### config.mk
export PLATFORM = sky130hd
export DESIGN_NAME = instr_encoder_flat
export DESIGN_NICKNAME = d
export VERILOG_FILES = /design/src/rtl/instr_encoder_pkg.sv /design/src/rtl/instr_encoder_if.sv /design/src/rtl/instr_encoder_pack.sv /design/src/rtl/instr_encoder.sv /design/src/flat_wrapper.sv
export SDC_FILE = /design/constraint.sdc
export NUM_CORES = 1
export LEC_CHECK = 0
export CORE_ASPECT_RATIO = 0.5
export CORE_MARGIN = 1.5
export CORE_UTILIZATION = 41
export CTS_BUF_LIST = sky130_fd_sc_hd__clkbuf_4 sky130_fd_sc_hd__clkbuf_8
export DETAILED_ROUTE_END_ITERATION = 16
export PLACE_DENSITY = 0.79
export SYNTH_ARGS = -nofsm -noshare
export SYNTH_HDL_FRONTEND = slang
export SYNTH_SLANG_ARGS = --single-unit
export TNS_END_PERCENT = 1
### constraint.sdc
create_clock -name clk -period 2.2 [get_ports clk]
set_input_delay 0.55 -clock clk [delete_from_list [all_inputs] [get_ports clk]]
set_output_delay 0.55 -clock clk [all_outputs]
set_load 0.1 [all_outputs]
### src/rtl/instr_encoder_pkg.sv
// -----------------------------------------------------------------------------
// instr_encoder_pkg
// Shared types and constants for the RV32I instruction encoder:
//   - imm_fmt_e   : request format selector (R/I/S/B/U/J plus LI pseudo-op)
//   - enc_state_e : output-side sequencing states of the encoder
//   - OPCODE_*    : RV32I base opcodes
//   - fits_signed : two's-complement range helper used for immediate checks
// -----------------------------------------------------------------------------
package instr_encoder_pkg;

  typedef enum logic [2:0] {
    FMT_R  = 3'd0,
    FMT_I  = 3'd1,
    FMT_S  = 3'd2,
    FMT_B  = 3'd3,
    FMT_U  = 3'd4,
    FMT_J  = 3'd5,
    FMT_LI = 3'd6
  } imm_fmt_e;

  typedef enum logic [1:0] {
    ST_IDLE = 2'd0,
    ST_HOLD = 2'd1,
    ST_EXP2 = 2'd2
  } enc_state_e;

  localparam logic [6:0] OPCODE_LUI    = 7'b0110111;
  localparam logic [6:0] OPCODE_AUIPC  = 7'b0010111;
  localparam logic [6:0] OPCODE_JAL    = 7'b1101111;
  localparam logic [6:0] OPCODE_JALR   = 7'b1100111;
  localparam logic [6:0] OPCODE_BRANCH = 7'b1100011;
  localparam logic [6:0] OPCODE_LOAD   = 7'b0000011;
  localparam logic [6:0] OPCODE_STORE  = 7'b0100011;
  localparam logic [6:0] OPCODE_OP_IMM = 7'b0010011;
  localparam logic [6:0] OPCODE_OP     = 7'b0110011;

  localparam logic [2:0]  F3_ADDI  = 3'b000;
  localparam logic [31:0] NOP_WORD = 32'h0000_0013;

  // True when val, read as two's complement, is representable in 'bits' bits:
  // every bit from position bits-1 upward must equal the sign bit.
  function automatic logic fits_signed(input logic [31:0] val, input int bits);
    logic ok;
    ok = 1'b1;
    for (int i = 0; i < 32; i++) begin
      if ((i >= (bits - 1)) && (val[i] != val[31])) begin
        ok = 1'b0;
      end else begin
        ok = ok;
      end
    end
    return ok;
  endfunction

endpackage

### src/rtl/instr_encoder_if.sv
// -----------------------------------------------------------------------------
// instr_encoder_if
// Request and output-word buses of instr_encoder.
//   in_*   : request from the sequencer (valid/ready), fields + immediate
//   out_*  : encoded word to the instruction-memory write port (valid/ready)
//   err_cnt: saturating count of emitted words flagged as erroneous
// Modports: slave = the encoder, master = the sequencer/consumer side.
// -----------------------------------------------------------------------------
interface instr_encoder_if #(
  parameter int ADDR_W    = 32,
  parameter int ERR_CNT_W = 8
);
  logic                 in_valid;
  logic                 in_ready;
  logic [2:0]           in_fmt;
  logic [6:0]           in_opcode;
  logic [4:0]           in_rd;
  logic [4:0]           in_rs1;
  logic [4:0]           in_rs2;
  logic [2:0]           in_funct3;
  logic [6:0]           in_funct7;
  logic [31:0]          in_imm;
  logic                 out_valid;
  logic                 out_ready;
  logic [31:0]          out_instr;
  logic [ADDR_W-1:0]    out_addr;
  logic                 out_err;
  logic [ERR_CNT_W-1:0] err_cnt;

  modport slave (
    input  in_valid, in_fmt, in_opcode, in_rd, in_rs1, in_rs2,
           in_funct3, in_funct7, in_imm, out_ready,
    output in_ready, out_valid, out_instr, out_addr, out_err, err_cnt
  );

  modport master (
    output in_valid, in_fmt, in_opcode, in_rd, in_rs1, in_rs2,
           in_funct3, in_funct7, in_imm, out_ready,
    input  in_ready, out_valid, out_instr, out_addr, out_err, err_cnt
  );
endinterface

### src/rtl/instr_encoder_pack.sv
// -----------------------------------------------------------------------------
// instr_encoder_pack
// Combinational packer: register/funct fields + immediate + format -> RV32I
// word, plus an immediate range/alignment error flag. Out-of-range immediates
// still produce a word built from the truncated bits.
// Optional feature macro: INSTR_ENC_LI_EXPAND_EN
//   defined  : FMT_LI expands to ADDI, or LUI (+ follow-up ADDI in instr2 with
//              li_pair=1 when the low 12 bits are non-zero). Never errors.
//   undefined: FMT_LI and unused codes give ADDI x0,x0,0 with err=1.
// Ports: fmt/opcode/rd/rs1/rs2/funct3/funct7/imm in; instr, err, li_pair,
//        instr2 out.
// -----------------------------------------------------------------------------
module instr_encoder_pack
  import instr_encoder_pkg::*;
(
  input  logic [2:0]  fmt,
  input  logic [6:0]  opcode,
  input  logic [4:0]  rd,
  input  logic [4:0]  rs1,
  input  logic [4:0]  rs2,
  input  logic [2:0]  funct3,
  input  logic [6:0]  funct7,
  input  logic [31:0] imm,
  output logic [31:0] instr,
  output logic        err,
  output logic        li_pair,
  output logic [31:0] instr2
);

`ifdef INSTR_ENC_LI_EXPAND_EN
  // Upper part rounded up when bit 11 is set, so the sign-extended ADDI lands exactly.
  logic [19:0] li_hi_s;
  assign li_hi_s = imm[31:12] + {19'd0, imm[11]};
`endif

  // Field packing and immediate legality per format.
  always_comb begin
    instr   = NOP_WORD;
    err     = 1'b0;
    li_pair = 1'b0;
    instr2  = NOP_WORD;
    case (imm_fmt_e'(fmt))
      FMT_R: begin
        instr = {funct7, rs2, rs1, funct3, rd, opcode};
        err   = 1'b0;
      end
      FMT_I: begin
        instr = {imm[11:0], rs1, funct3, rd, opcode};
        err   = !fits_signed(imm, 12);
      end
      FMT_S: begin
        instr = {imm[11:5], rs2, rs1, funct3, imm[4:0], opcode};
        err   = !fits_signed(imm, 12);
      end
      FMT_B: begin
        instr = {imm[12], imm[10:5], rs2, rs1, funct3, imm[4:1], imm[11], opcode};
        err   = !fits_signed(imm, 13) || imm[0];
      end
      FMT_U: begin
        instr = {imm[31:12], rd, opcode};
        err   = (imm[11:0] != 12'h000);
      end
      FMT_J: begin
        instr = {imm[20], imm[10:1], imm[11], imm[19:12], rd, opcode};
        err   = !fits_signed(imm, 21) || imm[0];
      end
      FMT_LI: begin
`ifdef INSTR_ENC_LI_EXPAND_EN
        err = 1'b0;
        if (fits_signed(imm, 12)) begin
          instr = {imm[11:0], 5'd0, F3_ADDI, rd, OPCODE_OP_IMM};
        end else begin
          instr = {li_hi_s, rd, OPCODE_LUI};
          if (imm[11:0] != 12'h000) begin
            li_pair = 1'b1;
            instr2  = {imm[11:0], rd, F3_ADDI, rd, OPCODE_OP_IMM};
          end else begin
            li_pair = 1'b0;
          end
        end
`else
        instr = NOP_WORD;
        err   = 1'b1;
`endif
      end
      default: begin
        instr = NOP_WORD;
        err   = 1'b1;
      end
    endcase
  end

endmodule

### src/rtl/instr_encoder.sv
// -----------------------------------------------------------------------------
// instr_encoder
// Registered RV32I encoder between a boot/self-test sequencer and an
// instruction-memory write port. One word per accepted request, one cycle
// latency, full throughput when the consumer is always ready. Each word is
// presented with a running word address (+4 per output handshake, wrapping).
// Optional feature macro: INSTR_ENC_LI_EXPAND_EN (LI pseudo-op expansion into
// LUI+ADDI; the second word is presented from the EXP2 state).
// Ports:
//   clk   : clock
//   rst_n : synchronous active-low reset
//   bus   : instr_encoder_if.slave (in_* request, out_* word, err_cnt)
// Parameters: ADDR_W, BASE_ADDR (address of first word), ERR_CNT_W.
// -----------------------------------------------------------------------------
module instr_encoder
  import instr_encoder_pkg::*;
#(
  parameter int                ADDR_W    = 32,
  parameter logic [ADDR_W-1:0] BASE_ADDR = ADDR_W'(32'h0000_0000),
  parameter int                ERR_CNT_W = 8
) (
  input  logic         clk,
  input  logic         rst_n,
  instr_encoder_if.slave bus
);

  localparam logic [ERR_CNT_W-1:0] ERR_CNT_MAX = {ERR_CNT_W{1'b1}};

  enc_state_e           state_r;
  logic                 out_valid_r;
  logic [31:0]          out_instr_r;
  logic                 out_err_r;
  logic [ADDR_W-1:0]    out_addr_r;
  logic [ERR_CNT_W-1:0] err_cnt_r;
  // Second word of an LI pair waiting behind the LUI currently presented.
  logic                 pend_r;
  logic [31:0]          pend_word_r;

  logic [31:0] pack_instr_s;
  logic        pack_err_s;
  logic        pack_li_pair_s;
  logic [31:0] pack_instr2_s;
  logic        in_ready_s;
  logic        accept_s;
  logic        out_hs_s;

  instr_encoder_pack u_pack (
    .fmt     (bus.in_fmt),
    .opcode  (bus.in_opcode),
    .rd      (bus.in_rd),
    .rs1     (bus.in_rs1),
    .rs2     (bus.in_rs2),
    .funct3  (bus.in_funct3),
    .funct7  (bus.in_funct7),
    .imm     (bus.in_imm),
    .instr   (pack_instr_s),
    .err     (pack_err_s),
    .li_pair (pack_li_pair_s),
    .instr2  (pack_instr2_s)
  );

  // No new request while an LI pair is still draining: the request would be
  // accepted with nowhere to hold it.
  assign in_ready_s = (state_r != ST_EXP2) && !pend_r && (!out_valid_r || bus.out_ready);
  assign accept_s   = bus.in_valid && in_ready_s;
  assign out_hs_s   = out_valid_r && bus.out_ready;

  assign bus.in_ready  = in_ready_s;
  assign bus.out_valid = out_valid_r;
  assign bus.out_instr = out_instr_r;
  assign bus.out_addr  = out_addr_r;
  assign bus.out_err   = out_err_r;
  assign bus.err_cnt   = err_cnt_r;

  // Sequencing FSM, output word register, address and error counters.
  always_ff @(posedge clk) begin
    if (!rst_n) begin
      state_r     <= ST_IDLE;
      out_valid_r <= 1'b0;
      out_instr_r <= 32'h0000_0000;
      out_err_r   <= 1'b0;
      out_addr_r  <= BASE_ADDR;
      err_cnt_r   <= {ERR_CNT_W{1'b0}};
      pend_r      <= 1'b0;
      pend_word_r <= 32'h0000_0000;
    end else begin
      if (out_hs_s) begin
        out_addr_r <= out_addr_r + ADDR_W'(4);
        if (out_err_r && (err_cnt_r != ERR_CNT_MAX)) begin
          err_cnt_r <= err_cnt_r + ERR_CNT_W'(1);
        end else begin
          err_cnt_r <= err_cnt_r;
        end
      end else begin
        out_addr_r <= out_addr_r;
        err_cnt_r  <= err_cnt_r;
      end

      case (state_r)
        ST_IDLE: begin
          if (accept_s) begin
            state_r     <= ST_HOLD;
            out_valid_r <= 1'b1;
            out_instr_r <= pack_instr_s;
            out_err_r   <= pack_err_s;
            pend_r      <= pack_li_pair_s;
            pend_word_r <= pack_instr2_s;
          end else begin
            state_r <= ST_IDLE;
          end
        end
        ST_HOLD: begin
          if (out_hs_s && pend_r) begin
            // LUI half consumed: present the follow-up ADDI.
            state_r     <= ST_EXP2;
            out_instr_r <= pend_word_r;
            out_err_r   <= 1'b0;
            pend_r      <= 1'b0;
          end else if (out_hs_s && accept_s) begin
            state_r     <= ST_HOLD;
            out_instr_r <= pack_instr_s;
            out_err_r   <= pack_err_s;
            pend_r      <= pack_li_pair_s;
            pend_word_r <= pack_instr2_s;
          end else if (out_hs_s) begin
            state_r     <= ST_IDLE;
            out_valid_r <= 1'b0;
            out_err_r   <= 1'b0;
          end else begin
            state_r <= ST_HOLD;
          end
        end
        ST_EXP2: begin
          // in_ready is low here, so a handshake can only end the pair.
          if (out_hs_s) begin
            state_r     <= ST_IDLE;
            out_valid_r <= 1'b0;
            out_err_r   <= 1'b0;
          end else begin
            state_r <= ST_EXP2;
          end
        end
        default: begin
          state_r     <= ST_IDLE;
          out_valid_r <= 1'b0;
          out_err_r   <= 1'b0;
          pend_r      <= 1'b0;
        end
      endcase
    end
  end

endmodule

### src/flat_wrapper.sv
// flat-port wrapper written by rule: the top's interface ports become plain ports
module instr_encoder_flat import instr_encoder_pkg::*;
#(
  parameter int                ADDR_W    = 32,
  parameter logic [ADDR_W-1:0] BASE_ADDR = ADDR_W'(32'h0000_0000),
  parameter int                ERR_CNT_W = 8
)
  (clk, rst_n, bus_in_valid, bus_in_fmt, bus_in_opcode, bus_in_rd, bus_in_rs1, bus_in_rs2, bus_in_funct3, bus_in_funct7, bus_in_imm, bus_out_ready, bus_in_ready, bus_out_valid, bus_out_instr, bus_out_addr, bus_out_err, bus_err_cnt);
  instr_encoder_if #(.ADDR_W(ADDR_W), .ERR_CNT_W(ERR_CNT_W)) bus_i ();
  input  logic clk;
  input  logic rst_n;
  input wire logic [$bits(bus_i.in_valid)-1:0] bus_in_valid;
  input wire logic [$bits(bus_i.in_fmt)-1:0] bus_in_fmt;
  input wire logic [$bits(bus_i.in_opcode)-1:0] bus_in_opcode;
  input wire logic [$bits(bus_i.in_rd)-1:0] bus_in_rd;
  input wire logic [$bits(bus_i.in_rs1)-1:0] bus_in_rs1;
  input wire logic [$bits(bus_i.in_rs2)-1:0] bus_in_rs2;
  input wire logic [$bits(bus_i.in_funct3)-1:0] bus_in_funct3;
  input wire logic [$bits(bus_i.in_funct7)-1:0] bus_in_funct7;
  input wire logic [$bits(bus_i.in_imm)-1:0] bus_in_imm;
  input wire logic [$bits(bus_i.out_ready)-1:0] bus_out_ready;
  output wire logic [$bits(bus_i.in_ready)-1:0] bus_in_ready;
  output wire logic [$bits(bus_i.out_valid)-1:0] bus_out_valid;
  output wire logic [$bits(bus_i.out_instr)-1:0] bus_out_instr;
  output wire logic [$bits(bus_i.out_addr)-1:0] bus_out_addr;
  output wire logic [$bits(bus_i.out_err)-1:0] bus_out_err;
  output wire logic [$bits(bus_i.err_cnt)-1:0] bus_err_cnt;
  assign bus_i.in_valid = bus_in_valid;
  assign bus_i.in_fmt = bus_in_fmt;
  assign bus_i.in_opcode = bus_in_opcode;
  assign bus_i.in_rd = bus_in_rd;
  assign bus_i.in_rs1 = bus_in_rs1;
  assign bus_i.in_rs2 = bus_in_rs2;
  assign bus_i.in_funct3 = bus_in_funct3;
  assign bus_i.in_funct7 = bus_in_funct7;
  assign bus_i.in_imm = bus_in_imm;
  assign bus_i.out_ready = bus_out_ready;
  assign bus_in_ready = bus_i.in_ready;
  assign bus_out_valid = bus_i.out_valid;
  assign bus_out_instr = bus_i.out_instr;
  assign bus_out_addr = bus_i.out_addr;
  assign bus_out_err = bus_i.out_err;
  assign bus_err_cnt = bus_i.err_cnt;
  instr_encoder #(.ADDR_W(ADDR_W), .BASE_ADDR(BASE_ADDR), .ERR_CNT_W(ERR_CNT_W)) u_core (.clk(clk), .rst_n(rst_n), .bus(bus_i));
endmodule
; ---- Word-level counts from Yosys, hierarchy flattened
; Cells that the tools add are included.
[totals]
reg_bits = 109
in_bits = 71
word_cells = 154
[op_classes]
add_sub_neg = 2
n_eq_ne = 34
n_mux = 84
bitwise_logic = 1
reduce_logical = 25
[op_table]
columns = cell, n
row1 = two-way mux 32 bit, 6
row2 = one-hot mux 32 bit (6 select lines), 1
row3 = one-hot mux 32 bit (2 select lines), 2
row4 = two-way mux 1 bit, 67
row5 = "adder 32 x 3 -> 32 bit, second input constant", 1
row6 = inequality test 1 bit, 20
row7 = nonzero test 12 bit, 1
row8 = one-hot mux 1 bit (3 select lines), 3
row9 = AND reduction 3 bit, 3
row10 = "adder 8 x 1 -> 8 bit, second input constant", 1
row11 = "inequality test 8 bit, second input constant", 1
row12 = logical AND 1 bit, 7
row13 = "== test 3 x 2 -> 1 bit, second input constant", 2
row14 = "== test 3 bit, second input constant", 2
row15 = zero test 1 bit, 6
row16 = two-way mux 2 bit, 3
row17 = "inequality test 2 bit, second input constant", 3
row18 = one-hot mux 1 bit (6 select lines), 1
row19 = one-hot mux 2 bit (3 select lines), 1
row20 = "inequality test 2 x 1 -> 1 bit, second input constant", 2
row21 = AND reduction 4 bit, 1
row22 = "== test 3 x 1 -> 1 bit, second input constant", 1
row23 = zero test 3 bit, 1
row24 = logical OR 1 bit, 3
row25 = other kinds (7), 7

; ---- Depth between registers and ports, before layout
; Gate-level depths: netlist (run 1).
[depth]
depth_word = 27
ltp_mapped = 8

; ---- Hierarchy
; A second synthesis (run 1) with hierarchy kept.
[hier_totals]
hier_cells = 705
hier_area_um2 = 5738.0
[modules_own_cells]
columns = mod, n_inst, cells_each, area_each_um2, seq_area_each_um2
row1 = instr_encoder, 1, 546, 4664.5, 2142.1
row2 = instr_encoder_pack, 1, 159, 1073.5, 0.0

; ---- Least setup slack after synthesis (run 1)
; No wires, ideal clock.
[synth_timing]
path_type = register to output
start = register u_core.out_valid_r, in the netlist u_core.bus.out_valid
end = output port bus_in_ready
arrival_time_ns = 2.225
t_required_ns = 1.650
path_slack_ns = -0.575
path_stages_with_launch = 3
cell_sequence = dfxtp_1 -> nor2b_1 -> nor2_1
[synth_via]
elab_chain_cells = 3
[synth_rtl]
columns = item, line
row1 = from (decl), instr_encoder.sv:30  ; logic out_valid_r;
row2 = from (signal assigned), instr_encoder.sv:79  ; out_valid_r <= 1'b0;
row3 = from (signal assigned), instr_encoder.sv:103  ; out_valid_r <= 1'b1;
row4 = from (signal assigned), instr_encoder.sv:127  ; out_valid_r <= 1'b0;
row5 = zero test 1 bit, instr_encoder.sv:64  ; assign in_ready_s = (state_r != ST_EXP2) && !pend_r && (!out_valid_r || bus.out_ready);
row6 = logical OR 1 bit, instr_encoder.sv:64
row7 = logical AND 1 bit, instr_encoder.sv:64
row8 = to (decl), flat_wrapper.sv:22  ; output wire logic [$bits(bus_i.in_ready)-1:0] bus_in_ready;
; No other way between the ends.

; ---- Worst setup path in the final report (run 1)
[layout_timing]
start = input port bus_in_imm[16]
end = register u_core.out_err_r, in the netlist u_core.bus.out_err
[layout_via]
elab_chain_cells = 23
[layout_rtl]
columns = item, line
row1 = from (decl), flat_wrapper.sv:20  ; input wire logic [$bits(bus_i.in_imm)-1:0] bus_in_imm;
row2 = inequality test 1 bit *, n/a
row3 = two-way mux 1 bit (15 in series), instr_encoder_pkg.sv:46  ; if ((i >= (bits - 1)) && (val[i] != val[31])) begin
row4 = two-way mux 1 bit, instr_encoder_pack.sv:42  ; case (imm_fmt_e'(fmt))
row5 = zero test 1 bit, instr_encoder_pack.sv:57  ; err = !fits_signed(imm, 13) || imm[0];
row6 = logical OR 1 bit, instr_encoder_pack.sv:57
row7 = one-hot mux 1 bit (6 select lines) *, instr_encoder_pack.sv:42
row8 = two-way mux 1 bit, instr_encoder.sv:119  ; end else if (out_hs_s && accept_s) begin
row9 = two-way mux 1 bit, instr_encoder.sv:113  ; if (out_hs_s && pend_r) begin
row10 = one-hot mux 1 bit (3 select lines) *, instr_encoder.sv:99  ; case (state_r)
row11 = to (signal assigned), instr_encoder.sv:105  ; out_err_r <= pack_err_s;
row12 = to (signal assigned), instr_encoder.sv:122  ; out_err_r <= pack_err_s;
row13 = to (decl), instr_encoder.sv:32  ; logic out_err_r;
; Mark *: on every way between the ends. The rest lies on a longest branch, timed or not. The select of a mux whose other input is x is not followed.
; A chain may end at the register's enable or synchronous reset.

==> results.cfg, run 1 <==
[grt]
use_met2 = 0.364
grt_pass1_vias = 3656
grt_max_degree = 43
overflow = 0
top_usage_layer = met2
grt_use_total = 0.224
grt_pass1_wl_mm = 17.9
met3_usage = 0.0670
grtUsageMet1 = 0.291
grt_antenna_before_repair = 0

[die]
die-area_sq_um = 9750
die_w_um = 138
start_util = 0.426
die_h_um = 70.6
num_rows = 24
num_io_pins = 146
coreArea_sq_um = 8800

[detailed_routing]
route.vias.total = 3999
wire_per_inst_um = 15.1
wl_mm = 11.0
viasPerCell = 5.48
initialDrtViolationCount = 235
drc = 0
ant_nets = 0
drtPass1Iterations = 5

[yosys]
synth-main-ff-cell = dfxtp_1
syn_area_sq_um = 3750
ys_ff_latch = 74
yosys.area.top_type = dfxtp_1
netlist_top_cells_area = dfxtp_1 (40%), nor2_1 (5.5%), xnor2_1 (3.7%)
synth_top_area_share = 0.395
yosys_warnings = 0
synth_cell_types = 49
syn-instance-count = 447
ys_seq_area_frac = 0.395
synth_edf_count = 0
synthArstFlopShare = 0
syn_area_per_cell_sq_um = 8.38

[sta]
relSlewSlack = 0.580
tns_ps = 0
drv_slew = 0
finalHoldViolCount = 0
finClkSkew_ps = 6.40
finalSetupViolCount = 0
finalCritPeriodShare = 0.918
worst_pin_slew_ps = 628
hold_ws_ps = 460
period_needed_ps = 2020
fmax_ghz = 0.495
rsz0062_at_grt = no

[layout]
fill_cells = 766
area_growth_pct = 50.2
drive_above_1_share = 0.268
final_nets = 685
antenna_cells = 0

[critical_path]
worstPathRequired_ps = 2450
crit_start = bus_in_imm[16]
r2r_cells = 7
r2r_slack_ps = 240
cp-start-kind = primary input
crit_path_end = u_core.bus.out_err
worstSetupPathType = in2reg
crit_fanout = 3
r2r-start = u_core.state_r[0]
r2r_end = u_core.bus.out_instr[17]
cp-end-kind = flip-flop
worstPathArrival_ps = 2270

[placed_design]
dp_hpwl_mm = 8.11
io_buffers = 143
globalplace.congestion = 0.803

[cts]
htree_levels = 3
clk_latency_ps = 360
cts_setup_buffers = 0
holdBufCountCts = 0
cts_num_sinks = 74
numCtsBuffers = 9
clkTransAtPathRegs_ps = 80
clock_path_buffers = 2
cts_tree = yes
root_buffer = clkbuf_8

[hold_path]
min_path_type = reg2reg

[power]
vdd_ir_drop_max_v = 0.000381
power_density_nw_per_um2 = 695
p_leak_nw = 2.28

[outcome]
status = completed

[flow_run]
maxCapViolations = 0
==> flip-flops by register name (all words and copies together), names as in the netlist <==
signal,flops
u_core.bus.err_cnt,8
u_core.bus.out_addr,30
u_core.bus.out_err,1
u_core.bus.out_instr,32
u_core.bus.out_valid,1
u_core.state_r,2
==> worst min path at each step <==
stage                        startpoint                       end  slack [ps]  depth (start not counted)
2_1_floorplan         u_core.state_r[1]         u_core.state_r[1]         600                          2
3_3_place_gp    u_core.bus.out_instr[6]   u_core.bus.out_instr[6]         440                          2
3_5_place_dp    u_core.bus.out_instr[6]   u_core.bus.out_instr[6]         450                          2
4_1_cts         u_core.bus.out_instr[6]   u_core.bus.out_instr[6]         460                          2
5_1_grt        u_core.bus.out_instr[31]  u_core.bus.out_instr[31]         480                          2
6_report        u_core.bus.out_instr[6]   u_core.bus.out_instr[6]         460                          2
==> cell type report <==
| cell class | instances | area, sq um | share of cell area |
|---|---|---|---|
| Tap cell | 117 | 146 | 0.0260 |
| Timing Repair Buffer | 179 | 1560 | 0.276 |
| Multi-Input combinational cell | 331 | 2110 | 0.376 |
| Clock buffer | 10 | 131 | 0.0234 |
| Clock inverter | 6 | 82.6 | 0.0147 |
| Sequential cell | 74 | 1550 | 0.275 |
| Inverter | 13 | 48.8 | 0.00867 |
==> cell families after synthesis <==
family / share of synthesized area
simple gates: 0.248
compound gates: 0.204
flops: 0.395
buf+inv: 0.0458
xor+xnor: 0.0585
mux: 0.0271
fa+ha+maj: 0.0200
other cells: 0.00100
==> report_power, final <==
part	leakage, nW	switching [W]	internal, W
combinational	1.55	0.000885	0.000399
clock	0.109	0.000524	0.000645
sequential	0.620	0.0000520	0.00141
==> synth_stat cells, types with 4 or more instances <==
cell type and n:
nand2_1 22, a22o_1 4, o211a_1 7, xnor2_1 16, o21ai_0 17, and4_1 4, mux2i_1 9, a221oi_1 13
nor4_1 10, nand2b_1 4, nor3_1 25, a21oi_1 23, o221ai_1 7, or3_1 12, inv_1 12, ha_1 6
a211oi_1 7, a22oi_1 17, xor2_1 9, dfxtp_1 74, clkbuf_1 26, nor2_1 55, nand4_1 7, nand3_1 24
==> stage by stage <==
stage,worst slack (ps),cell area [sq um],total power (W),instances,utilization
3_3_place_gp,-319,5400,0.00276,714,0.614
6_report,180,5630,0.00391,730,0.639
4_1_cts,194,5630,0.00394,730,0.639
3_5_place_dp,-377,5400,0.00277,714,0.614
5_1_grt,73.1,5630,0.00407,730,0.639
2_1_floorplan,-14.4,3820,0.00235,448,-
==> placed cells by master (no fill, tap or decap), types with 6 or more instances in the layout <==
| cell type | instances |
|---|---|
| ha_1 | 6 |
| nor3_1 | 24 |
| a21oi_1 | 23 |
| nand4_1 | 7 |
| or3_1 | 12 |
| a22oi_1 | 17 |
| o21ai_0 | 17 |
| mux2i_1 | 9 |
| xnor2_1 | 16 |
| inv_1 | 12 |
| xor2_1 | 9 |
| dfxtp_2 | 14 |
| clkdlybuf4s50_1 | 69 |
| buf_4 | 106 |
| nand2_1 | 22 |
| dfxtp_1 | 47 |
| o221ai_1 | 7 |
| nor2_1 | 54 |
| nor4_1 | 10 |
| dfxtp_4 | 13 |
| nand3_1 | 24 |
| a211oi_1 | 7 |
| clkbuf_8 | 9 |
| a221oi_1 | 13 |
| o211a_1 | 7 |
==> per-layer routing <==
layer  routed length [um]  vias up  share of wire
met5                    0        -              0
met4                  114        0          0.010
met3                  663       12          0.060
met2                 5150      121           0.47
met1                 5060     1895           0.46
li1                     -     1971              -
==> critical path: stages <==
cell,delay [ps]
clkdlybuf4s50_1,450
or4_1,540
nor4_1,340
o221ai_1,160
o2111ai_1,130
a31oi_1,100
==> timing repair <==
action                     in CTS  in global routing
hold endpoints to repair        0                  0
resized for setup               3                  0
setup endpoints to repair       4                  0
No activity file was read; power rests on OpenSTA's default activity.
==> inputs of run 2 (changes only) <==
--- a/config.mk
+++ b/config.mk
@@ -11,6 +11,7 @@
 export CTS_BUF_LIST = sky130_fd_sc_hd__clkbuf_4 sky130_fd_sc_hd__clkbuf_8
 export DETAILED_ROUTE_END_ITERATION = 16
 export PLACE_DENSITY = 0.79
+export SLEW_MARGIN = 20
 export SYNTH_ARGS = -nofsm -noshare
 export SYNTH_HDL_FRONTEND = slang
 export SYNTH_SLANG_ARGS = --single-unit
==> results of run 2 <==
The final DEF is identical to that of run 1; final timing and power are the same.
==> inputs of run 3 (changes only) <==
--- a/config.mk
+++ b/config.mk
@@ -11,6 +11,7 @@
 export CTS_BUF_LIST = sky130_fd_sc_hd__clkbuf_4 sky130_fd_sc_hd__clkbuf_8
 export DETAILED_ROUTE_END_ITERATION = 16
 export PLACE_DENSITY = 0.79
+export SKIP_CTS_REPAIR_TIMING = 1
 export SLEW_MARGIN = 20
 export SYNTH_ARGS = -nofsm -noshare
 export SYNTH_HDL_FRONTEND = slang
==> results.cfg, run 3 (synthesis gave the netlist of run 1 again) <==
[detailed_routing]
ant_nets = 0
initialDrtViolationCount = 209
route.vias.total = 4007
wire_per_inst_um = 15.0
drtPass1Iterations = 4
viasPerCell = 5.48
wl_mm = 10.9
drc = 0

[cts]
clock_path_buffers = 2
cts_tree = yes
clk_latency_ps = 360
root_buffer = clkbuf_8
cts_num_sinks = 74
htree_levels = 3
clkTransAtPathRegs_ps = 80
numCtsBuffers = 9

[hold_path]
min_path_type = reg2reg
hold_start = u_core.bus.out_instr[6]

[power]
vdd_ir_drop_max_v = 0.000382
p_leak_nw = 2.30
power_density_nw_per_um2 = 693
total_power_w = 0.00391

[sta]
finalCritPeriodShare = 0.917
rsz0062_at_grt = no
finClkSkew_ps = 6.62
drv_slew = 0
period_needed_ps = 2020
relSlewSlack = 0.573
finalSetupViolCount = 0
hold_ws_ps = 460
worst_pin_slew_ps = 638
fmax_ghz = 0.496
finalHoldViolCount = 0

[die]
num_io_pins = 146
die_w_um = 138
num_rows = 24
start_util = 0.426
die_h_um = 70.6
coreArea_sq_um = 8800
die-area_sq_um = 9750

[critical_path]
worstSetupPathType = in2reg
worstPathRequired_ps = 2450
crit_start = bus_in_imm[16]
worstPathArrival_ps = 2270
crit_fanout = 3
r2r-start = u_core.state_r[0]
cp-end-kind = flip-flop
cp-start-kind = primary input

[layout]
fin_area_sq_um = 5650
fin_cells = 731
layout_common_cells = buf_4 (106), clkdlybuf4s50_1 (69), nor2_1 (54)
antenna_cells = 0
final_common_cell = buf_4
postLayoutCoreUtil = 0.642
final_nets = 686
area_growth_pct = 50.7
drive_above_1_share = 0.272
largest_reg_flops = 32

[grt]
overflow = 0
grt_max_degree = 43
grt_antenna_before_repair = 0
grt_pass1_wl_mm = 17.9
grt_use_total = 0.224
grt_pass1_vias = 3656

[flow_run]
maxCapViolations = 0

[placed_design]
dp.cells = 714
globalplace.congestion = 0.803
dp_hpwl_mm = 8.11
io_buffers = 143
dpl_cell_area_sq_um = 5400

[outcome]
status = completed
==> run 3: cell count changes in the layout (fill, tap and decap cells not counted), sizes merged <==
cell | before | now
dlymetal6s2s | 0 | 1
dlygate4sd2 | 1 | 0
buf | 109 | 110
==> run 3: worst paths after layout <==
kind | end | slack (ps) | cells after the start
min reg2reg | u_core.bus.out_instr[6] | 460 | 2
max reg2reg | u_core.bus.out_instr[17] | 240 | 7
min | u_core.bus.out_instr[6] | 460 | 2
max | u_core.bus.out_err | 180 | 6
==> run 3: where the power goes <==
group	leakage (nW)	switching, W	internal (W)
combinational	1.57	0.000883	0.000402
sequential	0.620	0.0000517	0.00141
clock	0.109	0.000525	0.000645
total	2.30	0.00146	0.00245
==> run 3: stage by stage <==
step,setup slack (ps),setup TNS (ps)
after floorplan,-14.4,-28.8
after global placement,-319,-3690
after detailed placement,-377,-5090
after CTS,-40.9,-93.1
after global routing,73.1,0
final,183,0
==> run 3: routing by layer <==
layer | vias to the layer above | share of wire | GRT usage | wire (um)
li1 | 1975 | - | - | -
met3 | 15 | 0.064 | 0.0670 | 697
met4 | 0 | 0.011 | 0.0643 | 123
met1 | 1896 | 0.45 | 0.291 | 4950
met5 | - | 0 | 0 | 0
met2 | 121 | 0.47 | 0.364 | 5160
==> run 3: final cells by class <==
class                           instances  area, sq um
Tap cell                              117          146
Multi-Input combinational cell        331         2120
Fill cell                             758         3150
Clock inverter                          6         82.6
Inverter                               13         48.8
Timing Repair Buffer                  180         1570
Clock buffer                           10          131
Sequential cell                        74         1550
==> run 3: critical path: stages <==
cell and delay (ps):
clkdlybuf4s50_1 450, or4_1 540, nor4_1 340, o221ai_1 160, o2111ai_1 130, a31oi_1 100
